[config.mk]
export PLATFORM = sky130hd
export DESIGN_NAME = frontend_scheduler_mb_flat
export DESIGN_NICKNAME = d
export VERILOG_FILES = /design/src/rtl/frontend_scheduler_mb_pkg.sv /design/src/rtl/frontend_scheduler_mb_if.sv /design/src/rtl/frontend_scheduler_mb_fifo.sv /design/src/rtl/frontend_scheduler_mb.sv /design/src/flat_wrapper.sv
export SDC_FILE = /design/constraint.sdc
export NUM_CORES = 1
export LEC_CHECK = 0
export ABC_CLOCK_PERIOD_IN_PS = 15400
export BUFFER_PORTS_ARGS = -buffer_cell sky130_fd_sc_hd__buf_2
export CAP_MARGIN = 40
export CORE_MARGIN = 8
export CORE_UTILIZATION = 49
export DETAILED_ROUTE_END_ITERATION = 16
export PLACE_DENSITY = 0.76
export SYNTH_ARGS = -nofsm -noshare
export SYNTH_HDL_FRONTEND = slang
export SYNTH_SLANG_ARGS = --single-unit
[constraint.sdc]
create_clock -name clk -period 15.4 [get_ports clk]
set_clock_uncertainty 0.1 [all_clocks]
set_input_delay 0.77 -clock clk [delete_from_list [all_inputs] [get_ports clk]]
set_output_delay 0.77 -clock clk [all_outputs]
set_load 0.02 [all_outputs]
[src/rtl/frontend_scheduler_mb_pkg.sv]
// Shared types and helpers for the multi-bank frontend scheduler.
package frontend_scheduler_mb_pkg;

    typedef enum logic {
        CMD_READ  = 1'b0,
        CMD_WRITE = 1'b1
    } cmd_e;

    localparam int DEF_ROW_W = 14;
    localparam int DEF_COL_W = 10;
    localparam int DEF_TAG_W = 4;

    // Canonical queue entry at the default field widths.
    typedef struct packed {
        cmd_e                 cmd;
        logic [DEF_ROW_W-1:0] row;
        logic [DEF_COL_W-1:0] col;
        logic [DEF_TAG_W-1:0] tag;
    } sched_entry_t;

    // Bank index width; never narrower than one bit.
    function automatic int bank_idx_w(input int num_banks);
        return (num_banks > 1) ? $clog2(num_banks) : 1;
    endfunction

endpackage

[src/rtl/frontend_scheduler_mb_if.sv]
// Request and issue channels of the frontend scheduler.
interface frontend_scheduler_mb_if
    import frontend_scheduler_mb_pkg::*;
#(
    parameter int NUM_BANKS = 8,
    parameter int ROW_W     = DEF_ROW_W,
    parameter int COL_W     = DEF_COL_W,
    parameter int TAG_W     = DEF_TAG_W
);
    localparam int BANK_W = bank_idx_w(NUM_BANKS);

    logic                 req_valid;
    logic                 req_ready;
    logic                 req_cmd;
    logic [BANK_W-1:0]    req_bank;
    logic [ROW_W-1:0]     req_row;
    logic [COL_W-1:0]     req_col;
    logic [TAG_W-1:0]     req_tag;

    logic                 iss_valid;
    logic                 iss_ready;
    logic                 iss_cmd;
    logic [BANK_W-1:0]    iss_bank;
    logic [ROW_W-1:0]     iss_row;
    logic [COL_W-1:0]     iss_col;
    logic [TAG_W-1:0]     iss_tag;
    logic                 iss_row_hit;

    logic [NUM_BANKS-1:0] bank_full;
    logic                 sched_idle;

    // Environment side: drives requests, consumes issues.
    modport master (
        output req_valid, req_cmd, req_bank, req_row, req_col, req_tag, iss_ready,
        input  req_ready, iss_valid, iss_cmd, iss_bank, iss_row, iss_col, iss_tag,
        input  iss_row_hit, bank_full, sched_idle
    );

    // Scheduler side.
    modport slave (
        input  req_valid, req_cmd, req_bank, req_row, req_col, req_tag, iss_ready,
        output req_ready, iss_valid, iss_cmd, iss_bank, iss_row, iss_col, iss_tag,
        output iss_row_hit, bank_full, sched_idle
    );

endinterface

[src/rtl/frontend_scheduler_mb_fifo.sv]
// Per-bank command queue: head-visible FIFO with wrap-bit pointers.
module frontend_scheduler_mb_fifo #(
    parameter int WIDTH = 29,
    parameter int DEPTH = 4
) (
    input  logic             clk,
    input  logic             rst,
    input  logic             push_i,
    input  logic [WIDTH-1:0] din_i,
    input  logic             pop_i,
    output logic [WIDTH-1:0] head_o,
    output logic             empty_o,
    output logic             full_o
);
    localparam int IDX_W = $clog2(DEPTH);
    localparam int PTR_W = IDX_W + 1;

    logic [WIDTH-1:0] mem_q [DEPTH];
    logic [PTR_W-1:0] wr_ptr_q, wr_ptr_d;
    logic [PTR_W-1:0] rd_ptr_q, rd_ptr_d;
    logic             do_push, do_pop;

    assign empty_o = (wr_ptr_q == rd_ptr_q);
    assign full_o  = (wr_ptr_q[IDX_W] != rd_ptr_q[IDX_W]) &&
                     (wr_ptr_q[IDX_W-1:0] == rd_ptr_q[IDX_W-1:0]);
    assign head_o  = mem_q[rd_ptr_q[IDX_W-1:0]];
    assign do_push = push_i && !full_o;
    assign do_pop  = pop_i && !empty_o;

    // Pointer advance on accepted push/pop.
    always_comb begin
        wr_ptr_d = wr_ptr_q;
        rd_ptr_d = rd_ptr_q;
        if (do_push) wr_ptr_d = wr_ptr_q + 1'b1;
        if (do_pop)  rd_ptr_d = rd_ptr_q + 1'b1;
    end

    // Pointer registers; reset empties the queue.
    always_ff @(posedge clk or posedge rst) begin
        if (rst) begin
            wr_ptr_q <= '0;
            rd_ptr_q <= '0;
        end else begin
            wr_ptr_q <= wr_ptr_d;
            rd_ptr_q <= rd_ptr_d;
        end
    end

    // Storage needs no reset; pointers define validity.
    always_ff @(posedge clk) begin
        if (do_push) mem_q[wr_ptr_q[IDX_W-1:0]] <= din_i;
    end

endmodule

[src/rtl/frontend_scheduler_mb.sv]
// Multi-bank frontend scheduler: per-bank queues, starvation / row-hit /
// round-robin arbitration, and a single issue register toward the backend.
module frontend_scheduler_mb
    import frontend_scheduler_mb_pkg::*;
#(
    parameter int NUM_BANKS     = 8,
    parameter int QUEUE_DEPTH   = 4,
    parameter int ROW_W         = DEF_ROW_W,
    parameter int COL_W         = DEF_COL_W,
    parameter int TAG_W         = DEF_TAG_W,
    parameter int AGE_W         = 8,
    parameter int AGE_LIMIT     = 200,
    parameter int ROW_HIT_FIRST = 1
) (
    input  logic                  clk,
    input  logic                  rst,
    frontend_scheduler_mb_if.slave bus
);
    localparam int BANK_W = bank_idx_w(NUM_BANKS);
    localparam logic [AGE_W-1:0] AGE_MAX = '1;
    localparam logic [AGE_W-1:0] AGE_THR = AGE_W'(AGE_LIMIT);

    typedef struct packed {
        cmd_e             cmd;
        logic [ROW_W-1:0] row;
        logic [COL_W-1:0] col;
        logic [TAG_W-1:0] tag;
    } entry_t;

    entry_t               push_entry;
    entry_t               head [NUM_BANKS];
    logic [NUM_BANKS-1:0] empty, full, push, pop;
    logic [NUM_BANKS-1:0] starve, hit, cls_mask;
    logic                 load, stall, found;
    logic [BANK_W-1:0]    sel_bank, cand;

    logic [NUM_BANKS-1:0] open_vld_q;
    logic [ROW_W-1:0]     open_row_q [NUM_BANKS];
    logic [AGE_W-1:0]     age_q [NUM_BANKS];
    logic [AGE_W-1:0]     age_d [NUM_BANKS];
    logic [BANK_W-1:0]    rr_q;

    logic                 iss_valid_q, iss_valid_d;
    logic                 iss_hit_q, iss_hit_d;
    logic [BANK_W-1:0]    iss_bank_q, iss_bank_d;
    entry_t               iss_q, iss_d;

    assign push_entry = '{cmd: cmd_e'(bus.req_cmd), row: bus.req_row,
                          col: bus.req_col, tag: bus.req_tag};

    // A full bank stays not-ready even when it is being popped this cycle.
    assign bus.req_ready = !full[bus.req_bank];

    for (genvar g = 0; g < NUM_BANKS; g++) begin : g_bank
        assign push[g] = bus.req_valid && bus.req_ready && (bus.req_bank == BANK_W'(g));
        assign pop[g]  = load && (sel_bank == BANK_W'(g));

        frontend_scheduler_mb_fifo #(
            .WIDTH ($bits(entry_t)),
            .DEPTH (QUEUE_DEPTH)
        ) u_queue (
            .clk     (clk),
            .rst     (rst),
            .push_i  (push[g]),
            .din_i   (push_entry),
            .pop_i   (pop[g]),
            .head_o  (head[g]),
            .empty_o (empty[g]),
            .full_o  (full[g])
        );
    end

    assign stall = iss_valid_q && !bus.iss_ready;
    assign load  = (|(~empty)) && !stall;

    // Classify heads, pick the highest non-empty class, then search from rr_q.
    always_comb begin
        starve   = '0;
        hit      = '0;
        cls_mask = '0;
        sel_bank = '0;
        cand     = '0;
        found    = 1'b0;
        for (int b = 0; b < NUM_BANKS; b++) begin
            starve[b] = !empty[b] && (age_q[b] >= AGE_THR);
            hit[b]    = !empty[b] && open_vld_q[b] && (head[b].row == open_row_q[b]);
        end
        if (|starve)                            cls_mask = starve;
        else if ((ROW_HIT_FIRST != 0) && (|hit)) cls_mask = hit;
        else                                    cls_mask = ~empty;
        for (int k = 0; k < NUM_BANKS; k++) begin
            cand = rr_q + BANK_W'(k);
            if (!found && cls_mask[cand]) begin
                found    = 1'b1;
                sel_bank = cand;
            end
        end
    end

    // Head ages: cleared on pop or empty, otherwise count cycles spent waiting.
    always_comb begin
        for (int b = 0; b < NUM_BANKS; b++) begin
            age_d[b] = age_q[b];
            if (empty[b] || pop[b])
                age_d[b] = '0;
            else if ((load || stall) && (age_q[b] != AGE_MAX))
                age_d[b] = age_q[b] + 1'b1;
        end
    end

    // Issue register next state; row-hit uses the open row before this load.
    always_comb begin
        iss_valid_d = iss_valid_q;
        iss_d       = iss_q;
        iss_bank_d  = iss_bank_q;
        iss_hit_d   = iss_hit_q;
        if (load) begin
            iss_valid_d = 1'b1;
            iss_d       = head[sel_bank];
            iss_bank_d  = sel_bank;
            iss_hit_d   = hit[sel_bank];
        end else if (bus.iss_ready) begin
            iss_valid_d = 1'b0;
        end
    end

    // Scheduler state: issue register, open-row table, ages, rr pointer.
    always_ff @(posedge clk or posedge rst) begin
        if (rst) begin
            iss_valid_q <= 1'b0;
            iss_q       <= '0;
            iss_bank_q  <= '0;
            iss_hit_q   <= 1'b0;
            rr_q        <= '0;
            open_vld_q  <= '0;
            for (int b = 0; b < NUM_BANKS; b++) begin
                open_row_q[b] <= '0;
                age_q[b]      <= '0;
            end
        end else begin
            iss_valid_q <= iss_valid_d;
            iss_q       <= iss_d;
            iss_bank_q  <= iss_bank_d;
            iss_hit_q   <= iss_hit_d;
            for (int b = 0; b < NUM_BANKS; b++) age_q[b] <= age_d[b];
            if (load) begin
                rr_q                 <= sel_bank + 1'b1;
                open_row_q[sel_bank] <= head[sel_bank].row;
                open_vld_q[sel_bank] <= 1'b1;
            end
        end
    end

    assign bus.iss_valid   = iss_valid_q;
    assign bus.iss_cmd     = iss_q.cmd;
    assign bus.iss_bank    = iss_bank_q;
    assign bus.iss_row     = iss_q.row;
    assign bus.iss_col     = iss_q.col;
    assign bus.iss_tag     = iss_q.tag;
    assign bus.iss_row_hit = iss_hit_q;
    assign bus.bank_full   = full;
    assign bus.sched_idle  = (&empty) && !iss_valid_q;

endmodule

[src/flat_wrapper.sv]
// flat-port wrapper written by rule: the top's interface ports become plain ports
module frontend_scheduler_mb_flat import frontend_scheduler_mb_pkg::*;
#(
    parameter int NUM_BANKS     = 8,
    parameter int QUEUE_DEPTH   = 4,
    parameter int ROW_W         = DEF_ROW_W,
    parameter int COL_W         = DEF_COL_W,
    parameter int TAG_W         = DEF_TAG_W,
    parameter int AGE_W         = 8,
    parameter int AGE_LIMIT     = 200,
    parameter int ROW_HIT_FIRST = 1
)
  (clk, rst, bus_req_valid, bus_req_cmd, bus_req_bank, bus_req_row, bus_req_col, bus_req_tag, bus_iss_ready, bus_req_ready, bus_iss_valid, bus_iss_cmd, bus_iss_bank, bus_iss_row, bus_iss_col, bus_iss_tag, bus_iss_row_hit, bus_bank_full, bus_sched_idle);
  frontend_scheduler_mb_if #(.NUM_BANKS(NUM_BANKS), .ROW_W(ROW_W), .COL_W(COL_W), .TAG_W(TAG_W)) bus_i ();
  input  logic clk;
  input  logic rst;
  input wire logic [$bits(bus_i.req_valid)-1:0] bus_req_valid;
  input wire logic [$bits(bus_i.req_cmd)-1:0] bus_req_cmd;
  input wire logic [$bits(bus_i.req_bank)-1:0] bus_req_bank;
  input wire logic [$bits(bus_i.req_row)-1:0] bus_req_row;
  input wire logic [$bits(bus_i.req_col)-1:0] bus_req_col;
  input wire logic [$bits(bus_i.req_tag)-1:0] bus_req_tag;
  input wire logic [$bits(bus_i.iss_ready)-1:0] bus_iss_ready;
  output wire logic [$bits(bus_i.req_ready)-1:0] bus_req_ready;
  output wire logic [$bits(bus_i.iss_valid)-1:0] bus_iss_valid;
  output wire logic [$bits(bus_i.iss_cmd)-1:0] bus_iss_cmd;
  output wire logic [$bits(bus_i.iss_bank)-1:0] bus_iss_bank;
  output wire logic [$bits(bus_i.iss_row)-1:0] bus_iss_row;
  output wire logic [$bits(bus_i.iss_col)-1:0] bus_iss_col;
  output wire logic [$bits(bus_i.iss_tag)-1:0] bus_iss_tag;
  output wire logic [$bits(bus_i.iss_row_hit)-1:0] bus_iss_row_hit;
  output wire logic [$bits(bus_i.bank_full)-1:0] bus_bank_full;
  output wire logic [$bits(bus_i.sched_idle)-1:0] bus_sched_idle;
  assign bus_i.req_valid = bus_req_valid;
  assign bus_i.req_cmd = bus_req_cmd;
  assign bus_i.req_bank = bus_req_bank;
  assign bus_i.req_row = bus_req_row;
  assign bus_i.req_col = bus_req_col;
  assign bus_i.req_tag = bus_req_tag;
  assign bus_i.iss_ready = bus_iss_ready;
  assign bus_req_ready = bus_i.req_ready;
  assign bus_iss_valid = bus_i.iss_valid;
  assign bus_iss_cmd = bus_i.iss_cmd;
  assign bus_iss_bank = bus_i.iss_bank;
  assign bus_iss_row = bus_i.iss_row;
  assign bus_iss_col = bus_i.iss_col;
  assign bus_iss_tag = bus_i.iss_tag;
  assign bus_iss_row_hit = bus_i.iss_row_hit;
  assign bus_bank_full = bus_i.bank_full;
  assign bus_sched_idle = bus_i.sched_idle;
  frontend_scheduler_mb #(.NUM_BANKS(NUM_BANKS), .QUEUE_DEPTH(QUEUE_DEPTH), .ROW_W(ROW_W), .COL_W(COL_W), .TAG_W(TAG_W), .AGE_W(AGE_W), .AGE_LIMIT(AGE_LIMIT), .ROW_HIT_FIRST(ROW_HIT_FIRST)) u_core (.clk(clk), .rst(rst), .bus(bus_i));
endmodule
; ---- Word-level counts from Yosys, hierarchy flattened
; Memory sizes are Yosys's and may differ from the RTL's.
; Index checks and enable logic that the tools add are counted.
[word_totals]
reg_bits = 269
latchBits = 0
mem_bits_rw = 928
romBits = 0
input_bits = 36
output_inout_bits = 44
elab_cells = 374
mem_count = 8
[op_classes]
addsub = 32
multipliers = 0
n_div = 0
magnitude_cmp = 21
n_eq_ne = 54
n_shift = 0
mux = 79
n_bitwise = 3
n_reduce_logical = 136
[mem_list]
columns = memory, words, width, read_ports, rd_ports_with_merged_regs, wr, line_no
row1 = u_core.g_bank[0].u_queue.mem_q, 4, 29, 1, 0, 1, frontend_scheduler_mb_fifo.sv:18  ; logic [WIDTH-1:0] mem_q [DEPTH];
row2 = u_core.g_bank[1].u_queue.mem_q, 4, 29, 1, 0, 1, frontend_scheduler_mb_fifo.sv:18
row3 = u_core.g_bank[2].u_queue.mem_q, 4, 29, 1, 0, 1, frontend_scheduler_mb_fifo.sv:18
row4 = u_core.g_bank[3].u_queue.mem_q, 4, 29, 1, 0, 1, frontend_scheduler_mb_fifo.sv:18
row5 = u_core.g_bank[4].u_queue.mem_q, 4, 29, 1, 0, 1, frontend_scheduler_mb_fifo.sv:18
row6 = u_core.g_bank[5].u_queue.mem_q, 4, 29, 1, 0, 1, frontend_scheduler_mb_fifo.sv:18
row7 = +2 memories, -, -, -, -, -, -
[op_table]
columns = cell, n
row1 = 8-bit 2-to-1 mux, 18
row2 = 112-bit bitwise mux, 1
row3 = 14-bit == test, 8
row4 = 29-bit binary-select mux with 3-bit select, 1
row5 = 1-bit logical AND, 85
row6 = "8-bit by 1-bit adder with 8-bit output, second input constant", 8
row7 = "8-bit greater-or-equal comparator, second input constant", 8
row8 = "8-bit inequality test, second input constant", 8
row9 = 29-bit 2-to-1 mux, 2
row10 = "3-bit by 1-bit adder with 3-bit output, second input constant", 18
row11 = 14-bit demux with 3-bit select, 1
row12 = "3-bit by 4-bit < comparator with 1-bit output, second input constant", 10
row13 = 1-bit 2-to-1 mux, 36
row14 = 1-bit binary-select mux with 3-bit select, 10
row15 = 1-bit logical NOT, 27
row16 = 3-bit == test, 8
row17 = "3-bit == test, second input constant", 8
row18 = 3-bit 2-to-1 mux, 8
row19 = 8-bit OR reduction, 3
row20 = 2-bit nonzero test, 9
row21 = 2-bit == test, 8
row22 = 14-bit 2-to-1 mux, 1
row23 = "3-bit adder, second input constant", 4
row24 = "3-bit by 2-bit == test with 1-bit output, second input constant", 4
row25 = 13 further kinds, 31

; ---- Depth between registers and ports, before layout
; Gate-level depths: netlist of the first run.
[logic_depth]
ltp_word = 37
depth_mapped = 21
mapped_depth_nobuf = 17

; ---- By module
; From an unflattened synthesis of the first run, not the netlist that was laid out.
[unflattened]
cells_unflattened = 3095
hier_area_um2 = 51841.0
[by_module_without_submodules]
columns = module, instances, cells_per_inst, area_per_inst_um2, seq_area_each_um2
row1 = frontend_scheduler_mb_fifo at u_core.g_bank[0].u_queue ..., 5, 202, 4700.8, 3633.5
row2 = frontend_scheduler_mb, 1, 1479, 14231.1, 5530.3
row3 = frontend_scheduler_mb_fifo at u_core.g_bank[1].u_queue ..., 3, 202, 4702.0, 3633.5

; ---- Worst setup path after synthesis of the first run
; Ideal clock, no wire load.
[synth_timing]
kind = register -> register
startpoint = register u_core.g_bank[6].u_queue.rd_ptr_q[0]
endpoint = register u_core.open_row_q[93] (netlist bit)
setup_ns = 0.125
arrival_time_ns = 5.636
t_required_ns = 15.175
setup_slack_ns = 9.540
stages_incl_launch_ff = 19
n_path_buf = 4
synth_period_minus_slack_ns = 5.860
cell_sequence = dfrtp_1 -> clkbuf_1 -> buf_4 -> mux4_2 -> xnor2_1 -> nand4_1 -> or4_1 -> o311ai_2 -> nor4_1 -> o32a_1 -> or3_1 -> mux4_2 -> or4_1 -> a31o_1 -> o21a_1 -> buf_6 -> nor4_4 -> buf_4 -> mux2_2
[synth_via]
elab_chain_len = 37
elab_cells_between_ends = 69
classes_between = 2 x order compare / 2 x eq/ne / 39 x mux / 2 x bitwise / 23 x reduce/logical / 1 x memory
[synth_rtl]
columns = element, line_no
row1 = "start, declared", frontend_scheduler_mb_fifo.sv:20  ; logic [PTR_W-1:0] rd_ptr_q, rd_ptr_d;
row2 = "start signal, assigned", frontend_scheduler_mb_fifo.sv:45  ; rd_ptr_q <= rd_ptr_d;
row3 = "parallel branches: the longest is 37 deep, another holds memory 4 x 29 bit", -
row4 = "end signal, assigned by index", frontend_scheduler_mb.sv:148  ; open_row_q[sel_bank] <= head[sel_bank].row;
row5 = "end, declared", frontend_scheduler_mb.sv:38  ; logic [ROW_W-1:0] open_row_q [NUM_BANKS];
; Several ways; the timed one is not identified. The select of a mux whose other input is x is not followed.
; A chain may end at the register's enable or synchronous reset.

; ---- Final worst setup path of the first run
[layout_timing]
startpoint = register u_core.g_bank[5].u_queue.rd_ptr_q[0]
endpoint = register u_core.age_q[60] (netlist bit)
[layout_via]
elab_chain_len = 35
elab_cells_between_ends = 66
classes_between = 2 x eq/ne / 34 x mux / 1 x bitwise / 28 x reduce/logical / 1 x memory
[layout_rtl]
columns = element, line_no
row1 = "start, declared", frontend_scheduler_mb_fifo.sv:20
row2 = "start signal, assigned", frontend_scheduler_mb_fifo.sv:45
row3 = "parallel branches: the longest is 35 deep, another holds memory 4 x 29 bit", -
row4 = "end signal, assigned by index", frontend_scheduler_mb.sv:138  ; age_q[b] <= '0;
row5 = "end, declared", frontend_scheduler_mb.sv:39  ; logic [AGE_W-1:0] age_q [NUM_BANKS];
; Several ways; the timed one is not identified. The select of a mux whose other input is x is not followed.

==> flow_metrics.py, run 1 <==
metrics = {
    "critical_path": {
        "cp.arrival_ns": 8.67,
        "worst-setup-path-type": "reg -> reg",
        "crit_path_frequent_cell": "buf_4",
        "cp_num_buf_inv": 3,
        "start_kind": "register",
        "cp_slowest_cell": "a21oi_1",
        "worst_setup_path_end_kind": "register",
        "critical_path_required_ns": 15.83,
        "path_delay_family": "compound AO/OA/AOI/OAI gates",
        "crit_chain": "buf_4, mux4_2, xnor2_1, o211ai_1, nor4_1, a2111oi_0, nand4_1, a32oi_1, or3_1, mux4_2, or3_1, a21oi_1, o21a_2, buf_4, nand3_1, buf_4, o21ai_1, nor2_1",
        "critPathMaxStageDelay_ns": 0.74,
        "worstPathMaxFanout": 44,
    },
    "placement": {
        "pre_cts_ws_ns": 7.36,
        "place_inst": 4470,
        "port_buffers": 79,
        "gp_congestion": 0.950,
        "place_hpwl_mm": 84.6,
    },
    "yosys": {
        "ys.flop_type": "edfxtp_1",
        "synth_edf_count": 928,
        "netlist.top_cell.by_area": "edfxtp_1",
        "yosys.cell_types.count": 90,
        "ys_top_cells_by_area": "edfxtp_1, dfrtp_1, mux4_2, mux2_2, xnor2_1",
        "synth_most_common_cell": "edfxtp_1",
        "syn-cell-area_sq_um": 51200,
        "synthTopCellsByCount": "edfxtp_1, dfrtp_1, mux4_2",
        "synth_top_area_share_pct": 54.4,
        "yosysWarningCount": 0,
        "synth_nets": 3157,
        "ys_ff_latch": 1197,
        "synth-seq-area-share_pct": 67.5,
        "async_flop_share_pct": 22.5,
        "syn_avg_cell_area_sq_um": 16.7,
        "syn_inst": 3062,
    },
    "detailed_routing": {
        "firstDrtPassIters": 6,
        "vias": 29200,
        "route.met2.wl_mm": 63.1,
        "drtIter0Drc": 3678,
        "wl_met1_mm": 52.4,
        "drt-total-wl_mm": 132,
        "met3WireLength_mm": 11.3,
        "vias_per_cell": 6.23,
        "routed.top_layer": "met5",
        "drc_errors": 0,
        "ant_nets": 0,
        "wl_per_cell_um": 28.2,
    },
    "final_layout": {
        "instances_no_fill": 4692,
        "fin_util_pct": 55.6,
        "syn2layout_area_growth_pct": 12.5,
        "fin_nets": 3304,
        "drive_gt1_share_pct": 23.5,
    },
    "timing": {
        "min_period_ns": 8.24,
        "finalSetupTns_ns": 0,
        "max_slew.worst_pin.slew_ns": 0.991,
        "post-route-period-util_pct": 53.5,
        "hold_viol_final": 0,
        "fmax_ghz": 0.121,
        "max-slew-margin-rel_pct": 33.5,
        "setup_viol": 0,
        "slew_violations": 0,
        "grt_setup_unrepaired": "no",
        "setup_ws_ns": 7.16,
    },
    "pwr": {
        "report.power.total_mw": 12.8,
        "internal-power_mw": 7.77,
        "p_sw_share_pct": 39.2,
        "p_switching_mw": 5.01,
        "leakage_nw": 20.0,
        "ir_drop_mv": 0.249,
        "p_per_area_nw_per_um2": 222,
        "power_frac_seq_pct": 33.3,
        "power_frac_clock_pct": 23.0,
        "power_frac_comb_pct": 43.7,
    },
    "floorplanning": {
        "die_h_um": 339,
        "core_sq_um": 104000,
        "rows": 118,
        "die_w_um": 339,
        "die-area_sq_um": 115000,
        "pin_count": 80,
        "start_util_pct": 49.4,
    },
    "clock_network": {
        "cts.repair.resized": 0,
        "postCtsSetupRepairBufs": 0,
        "numCtsBuffers": 115,
        "holdBufCountCts": 1,
        "insertion_delay_ns": 0.72,
        "clk_path_buf_depth": 3,
        "h-tree-depth": 3,
        "cts_tree": "done",
        "clock_sinks": 1197,
        "clk_pin_slew_ns": 0.07,
        "root_buffer": "clkbuf_16",
    },
    "outcome": {
        "status": "completed",
    },
    "job": {
        "maxCapViolCount": 0,
    },
    "hold_path": {
        "hp-class": "reg -> reg",
    },
    "global_route": {
        "grt_pass1_wl_mm": 196,
        "grt_max_degree": 97,
        "grt_pass1_vias": 29100,
        "grt_use_total_pct": 22.5,
        "grt_overflow": 0,
        "antenna_found_initial": 4,
    },
}
==> per-layer routing <==
metal | vias up | GRT usage (%)
met2 | 1469 | 36.1
li1 | 12300 | -
met3 | 306 | 4.25
met1 | 15200 | 30.8
met4 | 2 | 8.54
met5 | - | 0
==> cell type report <==
cell class | count | area, sq um
Clock buffer | 158 | 3190
Clock inverter | 60 | 798
Antenna cell | 2 | 5.00
Inverter | 66 | 255
Sequential cell | 1197 | 34600
Tap cell | 1380 | 1730
Timing Repair Buffer | 172 | 1260
Multi-Input combinational cell | 1657 | 15800
Fill cell | 7876 | 46000
==> final timing paths <==
path	end	depth (start not counted)	slack (ns)	startpoint
min in group asynchronous	u_core.open_row_q[95]	3	0.52	rst
min	u_core.open_vld_q[7]	2	0.36	u_core.open_vld_q[7]
max	u_core.age_q[60]	18	7.16	u_core.g_bank[5].u_queue.rd_ptr_q[0]
max reg2reg	u_core.age_q[60]	18	7.16	u_core.g_bank[5].u_queue.rd_ptr_q[0]
max in group asynchronous	u_core.g_bank[4].u_queue.wr_ptr_q[0]	6	13.17	rst
min reg2reg	u_core.open_vld_q[7]	2	0.36	u_core.open_vld_q[7]
==> flip-flops by register name, summed over array words and instances, names as in the netlist <==
signal and count:
u_core.bus.iss_bank 3, u_core.open_row_q 112, u_core.bus.iss_valid 1, u_core.bus.iss_tag 4
u_core.rr_q 3, u_core.bus.iss_cmd 1, u_core.g_bank.u_queue.wr_ptr_q 24, u_core.bus.iss_row 14
u_core.open_vld_q 8, u_core.g_bank.u_queue.mem_q 928, u_core.age_q 64, u_core.bus.iss_row_hit 1
u_core.g_bank.u_queue.rd_ptr_q 24, u_core.bus.iss_col 10
==> logic make-up after synthesis <==
| logic type | Yosys count | synth area share, % |
|---|---|---|
| DFF | 1197 | 67.5 |
| and+or+nand+nor | 569 | 5.64 |
| muxes | 465 | 15.1 |
| AOI/OAI and AO/OA | 343 | 4.72 |
| xor gates and xnor gates | 221 | 3.78 |
| buffers and inverters | 208 | 1.79 |
| adders and majority gates | 59 | 1.44 |
==> stage by stage <==
step	area (sq um)	hold slack, ns
floorplan	51200	0.314
global placement	53300	0.324
detailed placement	53600	0.335
CTS	57600	0.350
global route	57600	0.374
finish	57600	0.356
==> worst register-to-register path, delay by kind of cell (launching register included) <==
kind,cells,cell delay [ns]
buffers and inverters,3,1.47
flip-flops,1,0.68
XOR/XNOR,1,0.22
AO/OA/AOI/OAI,6,2.45
multiplexers,2,1.18
AND/OR/NAND/NOR,6,1.96
==> cell usage in the layout, fill, tap and decap left out, types with 70 or more instances in the layout <==
| master | netlist | final |
|---|---|---|
| dfrtp_1 | 269 | 259 |
| buf_4 | 17 | 70 |
| mux2_2 | 145 | 145 |
| nor2_1 | 144 | 144 |
| clkbuf_16 | 0 | 117 |
| xnor2_1 | 156 | 156 |
| edfxtp_1 | 928 | 928 |
| buf_2 | 40 | 87 |
| nand2_1 | 138 | 138 |
| mux4_2 | 230 | 230 |
==> power by group through the flow <==
stage / Sequential, mW / Clock, mW / Combinational, mW
5_1_grt: 4.29 / 3.10 / 5.89
3_5_place_dp: 4.30 / 0 / 5.47
3_3_place_gp: 4.30 / 0 / 5.33
2_1_floorplan: 4.21 / 0 / 3.78
4_1_cts: 4.24 / 2.98 / 5.52
6_report: 4.26 / 2.94 / 5.58
(Power assumes the default switching activity.)
==> run 2: changes to the inputs <==
ABC_CLOCK_PERIOD_IN_PS = 7200   (was 15400)
PLACE_DENSITY = 0.78   (was 0.76)
clock period = 7.2 ns   (was 15.4 ns; I/O delays follow)
==> run 2 against run 1 <==
Net effect: worst hold slack got worse by 0.29 ns; setup slack got worse by 6.9 ns; critical path type unchanged; first-iteration DRC count fell by 7.9%; largest power group unchanged; via count rose by 0.35%; register-to-register slack got worse by 6.9 ns; clock power rose by 110%; sequential power rose by 120%.
==> flow_metrics.py, run 2 (synthesis results as in run 1) <==
metrics = {
    "outcome": {
        "status": "completed",
    },
    "timing": {
        "grt_setup_unrepaired": "no",
        "max_slew.worst_pin.slew_ns": 0.956,
        "setup_viol": 0,
        "post-route-period-util_pct": 96.2,
        "hold_viol_final": 0,
        "slew_violations": 0,
        "fmax_ghz": 0.144,
        "finalSetupTns_ns": 0,
        "max-slew-margin-rel_pct": 36.3,
        "min_period_ns": 6.93,
    },
    "detailed_routing": {
        "drtIter0Drc": 3387,
        "vias_per_cell": 6.17,
        "ant_nets": 0,
        "drc_errors": 0,
        "wl_per_cell_um": 27.3,
        "drt-total-wl_mm": 130,
        "firstDrtPassIters": 6,
        "vias": 29300,
    },
    "critical_path": {
        "worstPathMaxFanout": 33,
        "start_kind": "register",
        "critical_path_required_ns": 7.68,
        "worst-setup-path-type": "reg -> reg",
        "crit_chain": "xnor2_1, and3_1, o22ai_1, a2111oi_2, nand2b_1, or4_1, a32oi_1, a2bb2oi_1, o211ai_1, a21oi_1, o211a_2, o22a_4, buf_4, mux2_2, mux2i_1, a211oi_1",
        "cp_num_buf_inv": 1,
        "path_delay_family": "compound AO/OA/AOI/OAI gates",
        "cp_slowest_cell": "dfrtp_1",
        "cp.arrival_ns": 7.40,
        "worst_setup_path_end_kind": "register",
        "critPathMaxStageDelay_ns": 0.69,
    },
    "placement": {
        "port_buffers": 79,
        "gp_congestion": 0.936,
        "place_inst": 4528,
        "placed_cell_area_sq_um": 54100,
        "place_hpwl_mm": 84.8,
    },
    "floorplanning": {
        "pin_count": 80,
        "die-area_sq_um": 115000,
        "start_util_pct": 49.4,
        "die_w_um": 339,
        "core_sq_um": 104000,
        "die_h_um": 339,
        "rows": 118,
    },
    "job": {
        "maxCapViolCount": 0,
    },
    "clock_network": {
        "numCtsBuffers": 115,
        "clk_path_buf_depth": 3,
        "postCtsSetupRepairBufs": 0,
        "cts_tree": "done",
        "root_buffer": "clkbuf_16",
        "insertion_delay_ns": 0.71,
        "h-tree-depth": 3,
        "clock_sinks": 1197,
        "clk_pin_slew_ns": 0.06,
    },
    "pwr": {
        "ir_drop_mv": 0.463,
        "leakage_nw": 20.2,
        "p_per_area_nw_per_um2": 477,
    },
    "global_route": {
        "grt_max_degree": 158,
        "grt_pass1_vias": 29400,
        "antenna_found_initial": 7,
        "grt_use_total_pct": 22.1,
        "grt_pass1_wl_mm": 194,
        "grt_overflow": 0,
    },
    "hold_path": {
        "hp-class": "in -> reg",
    },
    "final_layout": {
        "syn2layout_area_growth_pct": 13.2,
        "fin_nets": 3361,
        "instances_no_fill": 4750,
        "final_cell_mix": "edfxtp_1, dfrtp_1, mux4_2",
        "final_area_sq_um": 58000,
        "largest_register_ffs": 928,
        "mostFrequentLayoutCell": "edfxtp_1",
        "final-seq-area_sq_um": 34600,
        "drive_gt1_share_pct": 24.4,
        "multi_input_area_sq_um": 15800,
        "nFillCells": 7728,
    },
}
[run 2: worst reg2reg max path, cell delays in order, from the launching register on]
cell       delay [ns]
dfrtp_1          0.69
xnor2_1          0.62
and3_1           0.42
o22ai_1          0.15
a2111oi_2        0.62
nand2b_1         0.18
or4_1            0.56
a32oi_1          0.59
a2bb2oi_1        0.31
o211ai_1         0.24
a21oi_1          0.28
o211a_2          0.32
o22a_4           0.51
buf_4            0.38
mux2_2           0.40
mux2i_1          0.30
a211oi_1         0.13
[run 2: final cells by class]
class,instances,share of cell area (%)
inverter,66,0.433
tap,1380,2.98
sequential,1197,59.7
antenna,3,0.0129
clock buffer,163,5.55
multi-input combinational,1657,27.2
clock inverter,55,1.16
timing repair buffer,229,3.02
[run 2: repair_timing]
action,in CTS,in global routing
endpoints found under the hold margin,46,0
resized for setup,0,1
hold buffers,1,0
endpoints found under the setup margin,0,1
[run 2: stage by stage]
step	setup slack [ns]	hold slack (ns)	utilization (%)	total power, mW
after floorplan	1.34	0.314	-	17.1
after global placement	0.547	0.327	52.1	21.1
after detailed placement	0.538	0.329	52.2	21.4
after CTS	0.475	0.0484	56.0	27.6
after global routing	0.0130	0.0764	56.0	28.8
final	0.275	0.0698	56.0	27.7
[run 2: final timing paths]
kind / startpoint / to / slack [ns] / depth (start not counted)
min in group asynchronous: rst / u_core.age_q[9] / 0.33 / 4
worst min-delay path: bus_req_col[9] / u_core.g_bank[0].u_queue.mem_q[2][13] / 0.07 / 1
worst max-delay path: u_core.g_bank[4].u_queue.rd_ptr_q[1] / u_core.bus.iss_row[8] / 0.27 / 16
max in group asynchronous: rst / u_core.g_bank[1].u_queue.rd_ptr_q[0] / 5.26 / 5
worst min register to register: u_core.open_vld_q[6] / u_core.open_vld_q[6] / 0.35 / 2
worst max register to register: u_core.g_bank[4].u_queue.rd_ptr_q[1] / u_core.bus.iss_row[8] / 0.27 / 16
[run 2: where the power goes]
group	internal (mW)	switching [mW]
registers	8.33	1.01
clock network	3.56	2.59
logic	5.14	7.05
total	17.0	10.6
[run 2: routing by layer]
metal	vias to the layer above	GRT usage, %	part of all wire [%]
li1	12400	-	-
met1	15200	30.2	40
met3	310	4.07	8.4
met2	1457	35.0	47
met5	-	0	0.0092
met4	2	9.17	4.5
